==> config.mk <==
export PLATFORM = sky130hd
export DESIGN_NAME = uart_rx_fifo
export DESIGN_NICKNAME = d
export VERILOG_FILES = /design/src/rtl/uart_rx_fifo.sv
export SDC_FILE = /design/constraint.sdc
export NUM_CORES = 1
export LEC_CHECK = 0
export CORE_ASPECT_RATIO = 0.9
export CORE_MARGIN = 8
export CORE_UTILIZATION = 50
export DETAILED_ROUTE_END_ITERATION = 8
export PLACE_DENSITY = 0.7
export REMOVE_ABC_BUFFERS = 1
export SLEW_MARGIN = 20
export SYNTH_ARGS = -nofsm -noshare
export SYNTH_HDL_FRONTEND = slang
export SYNTH_SLANG_ARGS = --single-unit
export TNS_END_PERCENT = 50
==> constraint.sdc <==
create_clock -name clk -period 4 [get_ports clk]
set_input_delay 0.8 -clock clk [delete_from_list [all_inputs] [get_ports clk]]
set_output_delay 0.8 -clock clk [all_outputs]
set_load 0.005 [all_outputs]
==> src/rtl/uart_rx_fifo.sv <==
// uart_rx_fifo
//   Receive-side byte FIFO between the uart core and the SoC bus decoder.
//   A small capture FSM drains each valid byte from the uart and acknowledges
//   it with a one-cycle uart_rd_o pulse. Bytes are queued in arrival order and
//   popped by CPU data-register reads. data_o is first-word fall-through.
//
//   Optional feature macro: UART_RX_FIFO_STATS_EN
//     defined   -> drop_count_o counts dropped bytes (saturating at 16'hFFFF)
//     undefined -> drop_count_o tied to 16'd0; the port list is unchanged
//
// Ports
//   clk             in   system clock
//   reset_i         in   synchronous active-high reset
//   uart_valid_i    in   uart has a received byte
//   uart_data_i     in   received byte
//   uart_rd_o       out  one-cycle acknowledge to the uart (registered)
//   pop_i           in   CPU read strobe on the data register
//   data_o          out  head byte, 0 when empty
//   empty_o         out  FIFO holds no entries (registered)
//   full_o          out  FIFO holds DEPTH entries (registered)
//   level_o         out  entry count 0..DEPTH (registered)
//   overflow_o      out  sticky: a byte was dropped while full
//   clr_overflow_i  in   clears overflow_o and drop_count_o
//   drop_count_o    out  dropped-byte counter
module uart_rx_fifo #(
    parameter  int DEPTH = 16,
    localparam int LW    = $clog2(DEPTH + 1)
) (
    input  logic          clk,
    input  logic          reset_i,
    input  logic          uart_valid_i,
    input  logic [7:0]    uart_data_i,
    output logic          uart_rd_o,
    input  logic          pop_i,
    output logic [7:0]    data_o,
    output logic          empty_o,
    output logic          full_o,
    output logic [LW-1:0] level_o,
    output logic          overflow_o,
    input  logic          clr_overflow_i,
    output logic [15:0]   drop_count_o
);

    localparam int AW = $clog2(DEPTH);

    typedef enum logic [1:0] {
        IDLE = 2'd0,
        ACK  = 2'd1,
        WAIT = 2'd2
    } cap_state_t;

    cap_state_t    state_r;
    cap_state_t    state_next_s;
    logic [AW-1:0] wr_ptr_r;
    logic [AW-1:0] rd_ptr_r;
    logic [LW-1:0] level_r;
    logic [LW-1:0] level_next_s;
    logic          empty_r;
    logic          full_r;
    logic          uart_rd_r;
    logic          overflow_r;
    logic [7:0]    mem_r [DEPTH];
    logic          capture_s;
    logic          pop_s;
    logic          push_s;
    logic          drop_s;

    // Capture/pop decisions and next-state logic. A pop in the same cycle
    // as a capture on a full FIFO frees a slot, so the byte is accepted.
    always_comb begin
        state_next_s = state_r;
        capture_s    = 1'b0;
        pop_s        = pop_i && !empty_r;
        push_s       = 1'b0;
        drop_s       = 1'b0;
        level_next_s = level_r;

        case (state_r)
            IDLE: begin
                if (uart_valid_i) begin
                    capture_s    = 1'b1;
                    state_next_s = ACK;
                end else begin
                    state_next_s = IDLE;
                end
            end
            ACK: begin
                state_next_s = WAIT;
            end
            WAIT: begin
                // Hold off until the uart drops valid so one byte is not captured twice.
                if (!uart_valid_i) begin
                    state_next_s = IDLE;
                end else begin
                    state_next_s = WAIT;
                end
            end
            default: begin
                state_next_s = IDLE;
            end
        endcase

        if (capture_s) begin
            push_s = !full_r || pop_s;
            drop_s = full_r && !pop_s;
        end else begin
            push_s = 1'b0;
            drop_s = 1'b0;
        end

        case ({push_s, pop_s})
            2'b10:   level_next_s = level_r + LW'(1);
            2'b01:   level_next_s = level_r - LW'(1);
            default: level_next_s = level_r;
        endcase
    end

    // Control state: FSM, pointers, level, registered flags and ack.
    always_ff @(posedge clk) begin
        if (reset_i) begin
            state_r    <= IDLE;
            wr_ptr_r   <= {AW{1'b0}};
            rd_ptr_r   <= {AW{1'b0}};
            level_r    <= {LW{1'b0}};
            empty_r    <= 1'b1;
            full_r     <= 1'b0;
            uart_rd_r  <= 1'b0;
            overflow_r <= 1'b0;
        end else begin
            state_r   <= state_next_s;
            level_r   <= level_next_s;
            empty_r   <= (level_next_s == {LW{1'b0}});
            full_r    <= (level_next_s == LW'(DEPTH));
            uart_rd_r <= (state_next_s == ACK);
            if (push_s) begin
                wr_ptr_r <= wr_ptr_r + AW'(1);
            end else begin
                wr_ptr_r <= wr_ptr_r;
            end
            if (pop_s) begin
                rd_ptr_r <= rd_ptr_r + AW'(1);
            end else begin
                rd_ptr_r <= rd_ptr_r;
            end
            // A new drop wins over a same-cycle clear.
            if (drop_s) begin
                overflow_r <= 1'b1;
            end else if (clr_overflow_i) begin
                overflow_r <= 1'b0;
            end else begin
                overflow_r <= overflow_r;
            end
        end
    end

    // Storage array; contents need no reset since level gates visibility.
    always_ff @(posedge clk) begin
        if (push_s && !reset_i) begin
            mem_r[wr_ptr_r] <= uart_data_i;
        end
    end

`ifdef UART_RX_FIFO_STATS_EN
    logic [15:0] drop_cnt_r;

    // Saturating dropped-byte counter; a same-cycle drop beats the clear.
    always_ff @(posedge clk) begin
        if (reset_i) begin
            drop_cnt_r <= 16'd0;
        end else if (drop_s) begin
            if (clr_overflow_i) begin
                drop_cnt_r <= 16'd1;
            end else if (drop_cnt_r == 16'hFFFF) begin
                drop_cnt_r <= drop_cnt_r;
            end else begin
                drop_cnt_r <= drop_cnt_r + 16'd1;
            end
        end else if (clr_overflow_i) begin
            drop_cnt_r <= 16'd0;
        end else begin
            drop_cnt_r <= drop_cnt_r;
        end
    end

    assign drop_count_o = drop_cnt_r;
`else
    assign drop_count_o = 16'd0;
`endif

    assign uart_rd_o  = uart_rd_r;
    assign data_o     = empty_r ? 8'h00 : mem_r[rd_ptr_r];
    assign empty_o    = empty_r;
    assign full_o     = full_r;
    assign level_o    = level_r;
    assign overflow_o = overflow_r;

endmodule

==> metrics list <==
* Remaining design rule violation count: 0
- Count of different cell masters after synthesis: 36
* Destination of the worst register-to-register timing path: full_o
- The number of max-slew violations in the final report is 0.
- 1st-iter DRT viols: 201
- Leakage Power: approximately 2.4 nW
- Dividing total power by cell area gives a power density of between 500 and 600 nW/um2.
- Total congestion overflow: 0
* Sequential cell area in the final layout: between 4000 and 5000 um2
- Antenna violations before repair: 0
* Number of standard-cell rows in the floorplan: 38
- Share of the yosys chip area belonging to registers: 0.7019
* Routability congestion estimate: approximately 0.76
- The wire-length estimate of the detail-placed layout is 7370 um.
- Setup violations remaining at the end of the flow were counted as 0.
- Sorting the synthesized cells by area gives the leading types as edfxtp_1 63%, mux4_2 15%, dfxtp_1 7.5%, buf_4 2.1%, nor2_1 2.0%.
- Number of cells on the worst reg-to-reg path: 11
* Required time of the critical path: between 3 and 4 ns
* Vias per std cell: 5.457
- In the post-route analysis, the smallest setup slack over all paths is 0.2590 ns.
- Cell count after synthesis: roughly 340
- Summed over all failing endpoints, the final setup total negative slack is 0 ns.
- Routed WL per cell: 20.11 um
* Maximum fanout along the worst path: 24
- Worst hold path stage count: 1
- The tool flagged a number of max-cap violations equal to 0.
- The H-tree was split into 4 levels.
- Across all register-to-register paths, the minimum setup slack is around 1.2 ns.
* Post-cts sizing count: 0
- Setup repair after global routing left no endpoint under its margin.
* Crit path time final: between 3 and 4 ns
* Cell total after placement: 532
- The largest individual stage delay along the critical path comes from the cell mux4_2.
* Setup Fix Bufs, Post-CTS: 0
- Number of synthesis warnings: 0
- Cell family with the largest share of critical-path delay: multiplexers
- For hold timing, the worst endpoint is overflow_o.
- The run finished with clean final reports.
- Area of the multi-input gates: around 1600 um2
- The longest clock path from root to sink contains 2 buffers.
- Between clock sinks in the finished design, the worst skew comes to 0.005674 ns.
- Detail Route Antenna Nets: 0
- Sequence of cells on the critical path: buf_12 -> mux4_2 -> mux4_2 -> nor2b_1 -> clkdlybuf4s50_1
- The first global-routing pass estimated 18,000 um of wire.
* Boundary Pins: between 40 and 50
- In this run the most critical hold path is launched from overflow_o.
- By startpoint and endpoint, the worst setup path is classified as flop to primary output.
- STA classifies the critical path startpoint as a flop.
- Number of global-route vias before repair: roughly 3,200
- Largest net degree at the start of global routing: 33
* CTS tree: done
- The core region is approximately 12,000 um2.
- Area share of the leading cell type in the synthesized netlist: 0.6268
* Crit-path most repeated cell: mux4_2
- The cell sitting at the root of the clock tree is a clkbuf_16.
- Final hold violation count: 0
* Flip-flop and latch count after synthesis: 151
* Final cycle utilization of the critical path: 0.9352
- Peak VDD IR: slightly below 0.0003 V
* NumNets Final: between 400 and 500
- Non-filler instance count after layout: between 500 and 600
- Y dimension of the die: approximately 120 um
* Clock buffer count from CTS: 17
- Nature of the critical path endpoint: primary output
- Launch instance of the worst register-to-register path: state_r[1]
- The path class of the tightest hold or removal check is flop to flop.
* Worst skew pair latency: 0.41 ns
- Wire length reported by the detailed router: between 10,000 and 15,000 um
* Clock transition at the register clock pins on the worst setup and hold paths after CTS: ~0.06 ns
- In this run the tightest slew margin relative to its limit is 0.6319.
* Starting Density: 0.5098
- 0 antenna diodes ended up in the layout.
- Die width: 132.7 um
* Area grow syn2layout: 18.89%
* Cell taking the most area after synthesis: edfxtp_1
- Fillcell total: roughly 860
- The first detailed-routing pass ran for 4 iterations.
- Counting flops with a built-in enable in the synthesized netlist gives ~130.
- Ys flop type: edfxtp_1
- For this run, the total global-route usage over all layers was measured as 0.1500.
* Data arrival time of the worst path: approximately 2.9 ns
* Hold-fix buffers at CTS: 0
* Die footprint: ~16,000 um2
* Share of layout cells above drive strength 1: 0.2277
* Count of port buffers added during placement: 29
- The largest single stage delay on the critical path is about 0.56 ns.
* Worst slew pin tran: about 0.55 ns
- FFs w/ async S/R, synth: 0
* Pre-CTS setup slack: about 0.23 ns
- Clk sinks: 151
- Total via count in the routed design: approximately 3,100
* Netlist Area Pre-Place: around 6100 um2
- Together, buffers and inverters on the worst path number 2.
* Synthesized area per cell: roughly 18 um2
* Upper clock frequency limit: roughly 0.27 GHz
## through the flow
step	area, um2	power [mW]	util	hold slack [ns]
after floorplan	5974	2.165	-	0.4469
after global placement	6629	2.383	0.5511	0.4522
after detailed placement	6629	2.400	0.5511	0.4713
after CTS	7291	4.158	0.6061	0.4843
after global routing	7291	4.273	0.6061	0.5093
final	7291	4.125	0.6061	0.4753
## routing by layer
layer / routed length [um] / global-route usage / vias up
li1: - / - / 1396
met1: 4960 / 0.1977 / 1581
met2: 5496 / 0.2352 / 86
met3: 712 / 0.03684 / 15
met4: 173 / 0.06308 / 0
met5: 0 / 0 / -
## cell usage after synthesis (2+ instances only)
cell type and n:
edfxtp_1 128, mux4_2 40, nor2_1 32, dfxtp_1 23
buf_4 17, nor2b_1 11, nand2_1 9, xor2_1 9
ha_1 8, buf_1 6, inv_1 6, a21oi_1 5
clkbuf_1 4, nand2b_1 4, nor3_1 4, o21ai_0 4
buf_2 3, buf_6 3, nand4_1 3, a211oi_1 2
mux2i_1 2, nand3b_1 2, o211ai_1 2, xnor2_1 2
## cell usage in the layout (no fill, tap or decap), types with 2 or more instances in the layout
| cell type | netlist | routed |
|---|---|---|
| edfxtp_1 | 128 | 128 |
| mux4_2 | 40 | 40 |
| nor2_1 | 32 | 32 |
| clkdlybuf4s50_1 | 0 | 29 |
| dfxtp_1 | 23 | 22 |
| buf_4 | 17 | 19 |
| clkbuf_16 | 0 | 17 |
| conb_1 | 1 | 16 |
| nor2b_1 | 11 | 11 |
| xor2_1 | 9 | 9 |
| nand2_1 | 9 | 9 |
| ha_1 | 8 | 8 |
| inv_1 | 6 | 6 |
| bufinv_16 | 0 | 6 |
| a21oi_1 | 5 | 5 |
| nand2b_1 | 4 | 4 |
| nor3_1 | 4 | 4 |
| o21ai_0 | 4 | 4 |
| nand4_1 | 3 | 3 |
| clkinvlp_4 | 0 | 3 |
| clkbuf_1 | 4 | 3 |
| a211oi_1 | 2 | 2 |
| xnor2_1 | 2 | 2 |
| nand3b_1 | 2 | 2 |
| mux2i_1 | 2 | 2 |
| o211ai_1 | 2 | 2 |
| clkinv_4 | 0 | 2 |
## worst max-delay path by stage
stage                 startpoint         to  slack [ns]  cells after the start
floorplan                   flop  data_o[0]        0.52                      3
global placement    uart_valid_i     full_o        0.29                     12
detailed placement  uart_valid_i     full_o        0.23                     12
CTS                         flop  data_o[4]        0.20                      5
global route                flop  data_o[4]        0.11                      5
finish                      flop  data_o[4]        0.26                      5
## logic make-up (layout without fill, tap and decap cells)
| group | count (synthesis) | count (layout) | share of synthesized area |
|---|---|---|---|
| compound gates | 19 | 19 | 0.02040 |
| xor+xnor | 11 | 11 | 0.01571 |
| buf+inv | 39 | 87 | 0.03856 |
| flops | 151 | 151 | 0.7019 |
| fa+ha+maj | 8 | 8 | 0.01632 |
| simple gates | 70 | 70 | 0.05632 |
| other cells | 1 | 16 | 0.0006115 |
| mux | 42 | 42 | 0.1502 |
## layout make-up
type / instances / area share
clock inverter: 12 / 0.03089
timing repair buffer: 49 / 0.06212
inverter: 6 / 0.003089
tap: 160 / 0.02746
clock buffer: 20 / 0.05989
sequential: 151 / 0.5905
multi-input combinational: 166 / 0.2260
## state kept, by name (all words and copies together) (netlist names), named ones only
name,count
state_r,2
full_o,1
uart_rd_o,1
level_o,5
empty_o,1
wr_ptr_r,4
overflow_o,1
mem_r,128
rd_ptr_r,4
## report_power, final
| group | internal, mW | leakage, nW | switching (mW) |
|---|---|---|---|
| Clock | 1.17 | 0.310 | 0.595 |
| Combinational | 0.306 | 0.753 | 0.230 |
| Sequential | 1.75 | 1.34 | 0.0754 |
No activity file was read; power rests on OpenSTA's default activity.
